### src/rtl/fifo_ctrl.sv
// fifo_ctrl: pointer, occupancy and flag controller for a dual-port buffer memory.
// Turns push/pop requests into memory write/read strobes and addresses.
// Also tracks occupancy, reports full/empty/almost flags and sticky error flags,
// and raises data_valid in the cycle the memory's registered read data holds popped data.
module fifo_ctrl #(
   parameter int ADDR_WIDTH = 3,
   parameter int MEM_LENGTH = 1 << ADDR_WIDTH
) (
   input  logic                  clk,
   input  logic                  reset,
   input  logic                  push,
   input  logic                  pop,
   input  logic [ADDR_WIDTH:0]   af_threshold,
   input  logic [ADDR_WIDTH:0]   ae_threshold,
   output logic                  write,
   output logic                  read,
   output logic [ADDR_WIDTH-1:0] addressW,
   output logic [ADDR_WIDTH-1:0] addressR,
   output logic                  data_valid,
   output logic [ADDR_WIDTH:0]   count,
   output logic                  full,
   output logic                  empty,
   output logic                  almost_full,
   output logic                  almost_empty,
   output logic                  overflow_err,
   output logic                  underflow_err
);

   // Occupancy value that means every entry is in use.
   localparam logic [ADDR_WIDTH:0]   FULL_COUNT = (ADDR_WIDTH + 1)'(MEM_LENGTH);

   // Highest legal address; pointers wrap to zero after it.
   localparam logic [ADDR_WIDTH-1:0] LAST_ADDR  = ADDR_WIDTH'(MEM_LENGTH - 1);

   logic [ADDR_WIDTH-1:0] wr_ptr;
   logic [ADDR_WIDTH-1:0] rd_ptr;
   logic [ADDR_WIDTH-1:0] wr_ptr_next;
   logic [ADDR_WIDTH-1:0] rd_ptr_next;
   logic [ADDR_WIDTH:0]   count_next;
   logic                  push_ok;
   logic                  pop_ok;

   // Full and empty come from the occupancy counter.
   // Equal pointers cannot tell full apart from empty.
   assign full  = (count == FULL_COUNT);
   assign empty = (count == '0);

   // A request is accepted only when there is room or data for it.
   // When both requests arrive together, the full/empty checks decide
   // which one is dropped.
   assign push_ok = push & ~full;
   assign pop_ok  = pop & ~empty;

   // The strobes and addresses are combinational.
   // The memory samples them on the same edge that advances the pointers.
   assign write    = push_ok;
   assign read     = pop_ok;
   assign addressW = wr_ptr;
   assign addressR = rd_ptr;

   // The watermark flags follow the occupancy and the live threshold inputs.
   // They change in the same cycle as either one.
   assign almost_full  = (count >= af_threshold);
   assign almost_empty = (count <= ae_threshold);

   // Next pointer values: advance on an accepted request, wrapping after the last entry.
   always_comb begin
      wr_ptr_next = wr_ptr;
      rd_ptr_next = rd_ptr;
      if (push_ok) begin
         wr_ptr_next = (wr_ptr == LAST_ADDR) ? '0 : wr_ptr + 1'b1;
      end
      if (pop_ok) begin
         rd_ptr_next = (rd_ptr == LAST_ADDR) ? '0 : rd_ptr + 1'b1;
      end
   end

   // Next occupancy: a push alone adds one, a pop alone removes one, and both together cancel.
   // Acceptance gating keeps the count within 0..MEM_LENGTH.
   always_comb begin
      count_next = count;
      unique case ({push_ok, pop_ok})
         2'b10:   count_next = count + 1'b1;
         2'b01:   count_next = count - 1'b1;
         default: count_next = count;
      endcase
   end

   // Register the pointers and the occupancy.
   always_ff @(posedge clk or posedge reset) begin
      if (reset) begin
         wr_ptr <= '0;
         rd_ptr <= '0;
         count  <= '0;
      end else begin
         wr_ptr <= wr_ptr_next;
         rd_ptr <= rd_ptr_next;
         count  <= count_next;
      end
   end

   // data_valid trails an accepted pop by one cycle, matching the memory's registered read port.
   always_ff @(posedge clk or posedge reset) begin
      if (reset) begin
         data_valid <= 1'b0;
      end else begin
         data_valid <= pop_ok;
      end
   end

   // The error flags latch any rejected request and hold until reset.
   always_ff @(posedge clk or posedge reset) begin
      if (reset) begin
         overflow_err  <= 1'b0;
         underflow_err <= 1'b0;
      end else begin
         if (push & full) begin
            overflow_err <= 1'b1;
         end
         if (pop & empty) begin
            underflow_err <= 1'b1;
         end
      end
   end

endmodule
### config.mk
export PLATFORM = sky130hd
export DESIGN_NAME = fifo_ctrl
export DESIGN_NICKNAME = d
export VERILOG_FILES = /design/src/rtl/fifo_ctrl.sv
export SDC_FILE = /design/constraint.sdc
export NUM_CORES = 1
export LEC_CHECK = 0
export BUFFER_PORTS_ARGS = -buffer_cell sky130_fd_sc_hd__buf_2
export CORE_ASPECT_RATIO = 1.2
export CORE_MARGIN = 8
export CORE_UTILIZATION = 52
export CTS_CLUSTER_SIZE = 16
export DETAILED_ROUTE_END_ITERATION = 12
export PLACE_DENSITY = 0.92
export REMOVE_ABC_BUFFERS = 1
export SKIP_CTS_REPAIR_TIMING = 1
export SLEW_MARGIN = 20
export SYNTH_ARGS = -nofsm -noshare
export SYNTH_HDL_FRONTEND = slang
export SYNTH_SLANG_ARGS = --single-unit
### constraint.sdc
create_clock -name clk -period 4.5 [get_ports clk]
set_clock_uncertainty 0.15 [all_clocks]
set_input_delay 0.675 -clock clk [delete_from_list [all_inputs] [get_ports clk]]
set_output_delay 0.675 -clock clk [all_outputs]
set_load 0.02 [all_outputs]
==> run_results.csv, run 1 <==
group,metric,value,unit
run_status,status,"complete, no violations",
power,p_leak,0.000588,uW
die,rows,16,
die,die_h,61.0,microns
die,die_area,3260,sq um
worst_setup_path,cp_slowest_cell,"dfrtp_1",
placement,dp_slack,1.82,ns
detailed_routing,wl,1780,microns
finish,drive_gt1_share,38.5,%
power,p_clk_share,9.2,%
grt,grt_pass1_wl,2840,microns
detailed_routing,final_antenna_net_count,0,
worst_setup_path,crit_chain,"inv_2 > ha_1 > nand2b_1 > a21o_1 > a21o_1 > a21o_1 > buf_2",
power,total_power,774,uW
synth,avgSynthCellArea,11.4,sq um
worst_setup_path,cp_max_fo,8,
timing,min_period_over_period,62.1,%
clock_tree,cts_buffers,3,
clock_tree,cts-root-buf,"clkbuf_4",
worst_setup_path,crit_type,"reg -> out",
power,power_switching_share,46.0,%
power,pwr_density_cell,733,nW/um^2
power,pwr-share-seq,32.8,%
timing,finalWorstSetupSlack,1.71,ns
timing,worst_pin_slew,0.480,ns
detailed_routing,vias,693,
power,switchingPower,357,uW
detailed_routing,avgViaCountPerCell,5.46,
synth,synth_cells,77,
timing,slew_viol_final,0,
timing,fin_crit,2.79,ns
placement,dp_cells,123,
timing,hold_viol,0,
finish,area_growth,20.6,%
grt,grt_pass1_vias,685,
synth,synth.distinct_cells,25,
timing,setup-violations-final,0,
timing,holdWs,0.252,ns
clock_tree,insertion_delay,0.27,ns
clock_tree,clkSinkCount,13,
detailed_routing,drt_iter0_drc,4,
grt,grt_use_total,11.3,%
timing,max_freq,0.358,GHz
finish,layout_common_cells,"30 x buf_2, 15 x ha_1, 13 x dfrtp_1",
synth,syn_area,876,sq um
synth,ys_ff_latch,13,
grt,antenna_found_initial,0,
min_path,hold_class,"in -> async",
placement,gp_congestion,0.805,
grt,grt_overflow,0,
die,core,1600,sq um
clock_tree,cts_buffer_depth,2,
run,maxCapViolCount,0,
worst_setup_path,worst-endpoint-arrival,1.97,ns
die,start_util,54.7,%
finish,layout_commonest_cell,"buf_2",
grt,grt_max_degree,14,
worst_setup_path,cp_data_required_time,3.67,ns
worst_setup_path,cp_common_cell,"a21o_1",
detailed_routing,first_pass_iters,3,
clock_tree,tritoncts,"done",
power,p_int,418,uW
placement,portBuffers,30,
power,comb_power_share,58.0,%
finish,n_antenna_cell,0,
worst_setup_path,worstSetupStartpointType,"flop",
timing,tns,0,ns
detailed_routing,drc,0,
timing,rsz0062_at_grt,"no",
finish,fin_cells,127,
placement,hpwlAfterDp,1450,microns
timing,slew_headroom,67.9,%
die,die-width,53.5,microns
synth,ys_warn_count,0,
clock_tree,htree_levels,1,
synth,yosysSeqAreaShare,37.1,%
power,peakVddDrop,0.399,mV
finish,final_nets,137,
die,ioPinCount,31,
worst_setup_path,critPathCaptureType,"primary output",
worst_setup_path,slowest_delay,0.53,ns
clock_tree,clk_pin_slew,0.08,ns
detailed_routing,wl_per_cell,14.0,microns
synth_stat cells:
| library cell | number | area share [%] |
|---|---|---|
| mux2_2 | 3 | 3.9 |
| o21a_1 | 2 | 1.7 |
| nor2b_1 | 1 | 0.71 |
| nand2b_1 | 2 | 1.4 |
| a21o_1 | 7 | 6.0 |
| nand4bb_1 | 1 | 1.3 |
| xnor2_1 | 1 | 1.0 |
| nor4_2 | 1 | 1.4 |
| inv_2 | 1 | 0.43 |
| nor4b_2 | 1 | 1.7 |
| nand3b_1 | 2 | 1.7 |
| ha_1 | 15 | 21 |
| nand4_1 | 1 | 0.71 |
| dfrtp_1 | 13 | 37 |
| buf_6 | 1 | 1.3 |
| o21ai_0 | 2 | 1.1 |
| buf_4 | 1 | 0.86 |
| inv_1 | 9 | 3.9 |
| a21oi_1 | 2 | 1.1 |
| nor3_1 | 2 | 1.1 |
| xor2_1 | 4 | 4.0 |
| nor2_1 | 1 | 0.43 |
| o32a_1 | 1 | 1.1 |
| nand2b_2 | 1 | 1.0 |
| mux2_4 | 2 | 3.4 |
final timing paths:
path / slack (ns) / startpoint / to / depth (start not counted)
min: 0.25 / reset / addressR[2]$_DFFE_PP0P_ / 2
max: 1.71 / count[0]$_DFFE_PP0P_ / almost_full / 7
min in group clk: 0.31 / overflow_err$_DFFE_PP0P_ / overflow_err$_DFFE_PP0P_ / 1
min reg2reg: 0.31 / overflow_err$_DFFE_PP0P_ / overflow_err$_DFFE_PP0P_ / 1
max reg2reg: 1.84 / count[1]$_DFFE_PP0P_ / count[2]$_DFFE_PP0P_ / 9
max in group asynchronous: 3.62 / reset / addressW[2]$_DFFE_PP0P_ / 2
power by group through the flow:
stage | Clock (uW) | Combinational, uW | Sequential, uW
after floorplan | 0 | 252 | 314
after global placement | 0 | 431 | 252
after detailed placement | 0 | 456 | 257
after CTS | 74.5 | 459 | 256
after global routing | 79.2 | 497 | 266
final | 71.2 | 449 | 254
logic make-up after synthesis:
| kind of cell | Yosys count | share of synthesized area (%) |
|---|---|---|
| xor gates and xnor gates | 5 | 5.00 |
| AOI/OAI and AO/OA | 14 | 11.1 |
| DFF | 13 | 37.1 |
| adders and majority gates | 15 | 21.4 |
| buffers and inverters | 12 | 6.43 |
| muxes | 5 | 7.29 |
| and+or+nand+nor | 13 | 11.6 |
critical path: cells and delay by family (launching register included):
family	cells	cell delay, ns
AO/OA/AOI/OAI	3	0.51
adder cells (fa/ha/maj)	1	0.27
buffers and inverters	2	0.25
flip-flops	1	0.53
AND/OR/NAND/NOR	1	0.14
metal layers:
layer | global-route usage, % | vias to the layer above | wire [microns]
met5 | 0 | - | 0
met4 | 6.50 | 0 | 35
met3 | 2.94 | 5 | 186
met2 | 19.1 | 26 | 849
met1 | 12.2 | 326 | 710
li1 | - | 336 | -
flip-flops by register name (all words and copies together), names as in the netlist:
signal,count
count,4
data_valid,1
underflow_err,1
addressW,3
overflow_err,1
addressR,3
area by class of cell:
type / instances / area (sq um)
Multi-Input combinational cell: 52 / 494
Inverter: 10 / 37.5
Sequential cell: 13 / 325
Fill cell: 138 / 546
Clock buffer: 4 / 26.3
Tap cell: 18 / 22.5
Timing Repair Buffer: 30 / 150
per-stage QoR:
step | util (%) | cell area [sq um]
5_1_grt | 65.9 | 1060
4_1_cts | 65.9 | 1060
3_3_place_gp | 64.3 | 1030
3_5_place_dp | 64.3 | 1030
6_report | 65.9 | 1060
2_1_floorplan | - | 857
Note: power is estimated with default switching activity, not from simulation.
==> inputs of run 2 (changes only) <==
CORE_UTILIZATION = 48   (was 52)
PLACE_DENSITY = 0.86   (was 0.92)
clock period = 2.7 ns   (was 4.5 ns; I/O delays follow)
==> run 2 against run 1 <==
Net effect: the run now ends with negative hold slack left; wire length up 8.4%; sequential share of layout area down 0.84 points; sequential cell count unchanged; critical path type unchanged; global-route usage up 1.0 points; critical endpoint unchanged; worst hold slack worse by 0.26 ns.
==> run_results.csv, run 2 (synthesis gave the netlist of run 1 again) <==
group,metric,value,unit
run_status,status,"finished with violations",
run_status,violations,"negative hold slack",
die,core,1790,sq um
power,power_switching_share,45.9,%
run,maxCapViolCount,0,
die,rows,17,
timing,holdWs,-0.00873,ns
grt,grt_pass1_wl,3280,microns
grt,grt_max_degree,14,
worst_setup_path,r2r-start,"count[3]$_DFFE_PP0P_",
timing,setup-violations-final,0,
detailed_routing,avgViaCountPerCell,5.37,
die,start_util,49.0,%
worst_setup_path,ff2ff_setup_slack,0.19,ns
die,die_h,62.8,microns
worst_setup_path,cp_data_required_time,2.14,ns
clock_tree,clk_pin_slew,0.08,ns
timing,slew_viol_final,0,
finish,layout_common_cells,"30 x buf_2, 15 x ha_1, 12 x dfrtp_1",
grt,antenna_found_initial,0,
finish,n_antenna_cell,0,
finish,top_register,"count",
clock_tree,htree_levels,1,
finish,drive_gt1_share,41.1,%
power,peakVddDrop,0.652,mV
power,comb_power_share,60.6,%
placement,gp_congestion,0.762,
detailed_routing,drt_iter0_drc,2,
detailed_routing,wl_per_cell,14.7,microns
finish,area_growth,24.4,%
grt,grt_use_total,12.3,%
clock_tree,clkSinkCount,13,
power,switchingPower,617,uW
detailed_routing,first_pass_iters,3,
detailed_routing,drc,0,
detailed_routing,wl,1930,microns
clock_tree,tritoncts,"done",
finish,largest_reg_flops,4,
die,die_area,3450,sq um
timing,slew_headroom,66.3,%
min_path,hold_class,"in -> async",
worst_setup_path,crit_type,"reg -> out",
timing,min_period_over_period,94.4,%
finish,layout_commonest_cell,"buf_2",
die,die-width,55.0,microns
grt,grt_overflow,0,
power,pwr-share-seq,30.5,%
timing,max_freq,0.392,GHz
worst_setup_path,ff2ff_path_depth,10,
finish,fill_cells,169,
power,total_power,1340,uW
placement,portBuffers,30,
timing,rsz0062_at_grt,"no",
detailed_routing,final_antenna_net_count,0,
power,p_int,726,uW
clock_tree,cts_buffers,3,
worst_setup_path,worst-endpoint-arrival,1.99,ns
timing,worst_pin_slew,0.504,ns
clock_tree,cts-root-buf,"clkbuf_4",
power,p_clk_share,8.8,%
detailed_routing,vias,703,
timing,hold_viol,13,
placement,hpwlAfterDp,1590,microns
power,pwr_density_cell,1230,nW/um^2
timing,fin_crit,2.55,ns
worst_setup_path,r2r-end,"count[2]$_DFFE_PP0P_",
power,p_leak,0.000603,uW
clock_tree,cts_buffer_depth,2,
timing,tns,0,ns
worst_setup_path,worstSetupStartpointType,"flop",
worst_setup_path,cp_max_fo,7,
worst_setup_path,critPathCaptureType,"primary output",
clock_tree,insertion_delay,0.27,ns
finish,final_nets,140,
die,ioPinCount,31,
grt,grt_pass1_vias,815,
-- run 2: cell types whose count changed in the layout (fill, tap and decap cells not counted), sizes merged --
cell	change
buf	+3
-- run 2: layout make-up --
type / count / area, sq um / share of cell area, %
sequential: 13 / 327 / 30.0
multi-input combinational: 52 / 503 / 46.2
timing repair buffer: 33 / 173 / 15.8
tap: 19 / 23.8 / 2.18
clock buffer: 4 / 26.3 / 2.41
inverter: 10 / 37.5 / 3.44
-- run 2: worst max-delay path: stages, from the launching register on --
cell	delay [ns]
dfrtp_1	0.40
buf_4	0.18
inv_2	0.06
ha_1	0.27
nand2b_1	0.14
a21o_1	0.18
a21o_1	0.17
a21o_1	0.17
buf_2	0.15
-- run 2: worst max path at each step --
stage / startpoint / endpoint
2_1_floorplan: count[0]$_DFFE_PP0P_ / count[2]$_DFFE_PP0P_
3_3_place_gp: count[3]$_DFFE_PP0P_ / count[2]$_DFFE_PP0P_
3_5_place_dp: count[3]$_DFFE_PP0P_ / count[2]$_DFFE_PP0P_
4_1_cts: count[3]$_DFFE_PP0P_ / count[2]$_DFFE_PP0P_
5_1_grt: count[3]$_DFFE_PP0P_ / count[2]$_DFFE_PP0P_
6_report: count[0]$_DFFE_PP0P_ / almost_full
-- run 2: routing by layer --
layer	global-route usage, %	wire, microns	vias up
met3	4.05	218	4
met1	12.6	701	336
met2	20.6	991	26
li1	-	-	337
met5	0	0	-
met4	6.33	19	0
-- run 2: power groups by stage --
stage | Clock (uW) | Combinational (uW) | Sequential (uW)
3_5_place_dp | 0 | 829 | 399
4_1_cts | 123 | 831 | 397
6_report | 119 | 814 | 410
2_1_floorplan | 0 | 419 | 523
3_3_place_gp | 0 | 783 | 390
5_1_grt | 131 | 912 | 425
-- run 2: per-stage QoR --
step	cells	setup WS (ns)	instance area (sq um)	hold WS (ns)	utilization [%]
floorplan	75	-0.201	857	0.132	-
global placement	127	0.269	1050	0.288	59.0
detailed placement	127	0.151	1050	0.295	59.0
CTS	131	0.119	1080	0.00481	60.4
global route	131	0.00547	1090	0.0379	61.0
finish	131	0.152	1090	-0.00873	61.0
==> inputs of run 3 (changes only) <==
BUFFER_PORTS_ARGS = -buffer_cell sky130_fd_sc_hd__clkbuf_2   (was -buffer_cell sky130_fd_sc_hd__buf_2)
==> run 3 against run 2 <==
Net effect: the run still ends with negative hold slack left; clock power hardly changed; die area stayed put; largest power group unchanged; final area is 1.3% higher; first-iteration DRC count is 50% higher.
==> run_results.csv, run 3 (synthesis gave the netlist of run 1 again) <==
group,metric,value,unit
timing,hold_viol,13,
die,die_h,62.8,microns
finish,layout_commonest_cell,"clkbuf_2",
min_path,hold_class,"in -> async",
finish,area_growth,26.0,%
clock_tree,tritoncts,"done",
placement,hpwlAfterDp,1600,microns
grt,grt_pass1_wl,3240,microns
die,die_area,3450,sq um
clock_tree,insertion_delay,0.27,ns
placement,gp_congestion,0.762,
timing,holdWs,-0.0297,ns
detailed_routing,drt_iter0_drc,3,
timing,slew_headroom,67.4,%
worst_setup_path,cp_max_fo,6,
finish,top_register,"count",
finish,final_nets,142,
detailed_routing,wl_per_cell,14.3,microns
run_status,violations,"negative hold slack",
timing,max_freq,0.392,GHz
finish,n_antenna_cell,0,
placement,portBuffers,30,
detailed_routing,vias,698,
timing,rsz0062_at_grt,"no",
die,start_util,49.0,%
die,core,1790,sq um
die,die-width,55.0,microns
clock_tree,clkSinkCount,13,
grt,grt_overflow,0,
timing,worst_pin_slew,0.488,ns
run,maxCapViolCount,0,
power,pwr_density_cell,1240,nW/um^2
grt,grt_pass1_vias,758,
die,ioPinCount,31,
finish,post-route-cell-area,1100,sq um
timing,fin_crit,2.55,ns
worst_setup_path,crit_chain,"buf_4 > inv_2 > ha_1 > nand2b_1 > a21o_1 > a21o_1 > a21o_1 > clkbuf_2",
grt,grt_use_total,12.1,%
detailed_routing,wl,1900,microns
run_status,status,"finished with violations",
worst_setup_path,worst-endpoint-arrival,2.00,ns
timing,min_period_over_period,94.6,%
detailed_routing,first_pass_iters,2,
timing,slew_viol_final,0,
worst_setup_path,critPathCaptureType,"primary output",
finish,drive_gt1_share,41.2,%
timing,tns,0,ns
clock_tree,cts_buffer_depth,2,
timing,setup-violations-final,0,
worst_setup_path,crit_type,"reg -> out",
worst_setup_path,cp_data_required_time,2.14,ns
worst_setup_path,cp_common_cell,"a21o_1",
finish,fill_cells,162,
die,rows,17,
worst_setup_path,path_buf_inv,3,
detailed_routing,final_antenna_net_count,0,
finish,largest_reg_flops,4,
finish,fin_util,61.8,%
grt,grt_max_degree,14,
detailed_routing,avgViaCountPerCell,5.25,
worst_setup_path,crit_family,"compound AO/OA/AOI/OAI gates",
clock_tree,cts_buffers,3,
finish,layout_common_cells,"30 x clkbuf_2, 15 x ha_1, 13 x dfrtp_1",
power,p_leak,0.000619,uW
clock_tree,clk_pin_slew,0.07,ns
power,peakVddDrop,0.598,mV
worst_setup_path,slowest_delay,0.43,ns
finish,multi_input_area,503,sq um
worst_setup_path,worstSetupStartpointType,"flop",
worst_setup_path,cp_slowest_cell,"dfrtp_1",
detailed_routing,drc,0,
placement,dpl-instance-area,1070,sq um
clock_tree,cts-root-buf,"clkbuf_4",
clock_tree,htree_levels,1,
finish,regArea,325,sq um
grt,antenna_found_initial,0,
## run 3: path summary, 6_finish.rpt
| path | startpoint | to | slack, ns | cells after the start |
|---|---|---|---|---|
| setup / recovery | count[0]$_DFFE_PP0P_ | almost_full | 0.15 | 8 |
| min in group clk | push | overflow_err$_DFFE_PP0P_ | 0.21 | 2 |
| setup reg to reg | count[0]$_DFFE_PP0P_ | count[2]$_DFFE_PP0P_ | 0.25 | 10 |
| max in group asynchronous | reset | underflow_err$_DFFE_PP0P_ | 2.10 | 2 |
| hold / removal | reset | addressW[1]$_DFFE_PP0P_ | -0.03 | 2 |
| hold reg to reg | underflow_err$_DFFE_PP0P_ | underflow_err$_DFFE_PP0P_ | 0.31 | 1 |
## run 3: report_power, final
part | internal [uW] | total [uW] | switching (uW)
Sequential | 293 | 387 | 94.0
Combinational | 389 | 861 | 472
Clock | 57.2 | 117 | 59.7
Total | 739 | 1360 | 625
## run 3: per-layer routing
| metal | vias up | GRT usage, % | part of all wire (%) |
|---|---|---|---|
| li1 | 341 | - | - |
| met1 | 327 | 13.0 | 37 |
| met2 | 26 | 21.2 | 52 |
| met3 | 4 | 2.14 | 9.1 |
| met4 | 0 | 5.42 | 1.0 |
| met5 | - | 0 | 0 |
## run 3: layout make-up
class	instances	area share (%)
tap	19	2.15
multi-input combinational	52	45.6
clock buffer	4	2.38
sequential	13	29.5
timing repair buffer	35	17.0
inverter	10	3.40
## run 3: metrics by stage
| step | worst slack, ns | hold WS, ns | std cells | power, uW |
|---|---|---|---|---|
| after floorplan | -0.201 | 0.132 | 75 | 942 |
| after global routing | 0.0248 | 0.0142 | 133 | 1490 |
| after global placement | 0.322 | 0.278 | 129 | 1200 |
| final | 0.147 | -0.0297 | 133 | 1360 |
| after CTS | 0.144 | -0.0219 | 133 | 1380 |
| after detailed placement | 0.205 | 0.286 | 129 | 1250 |
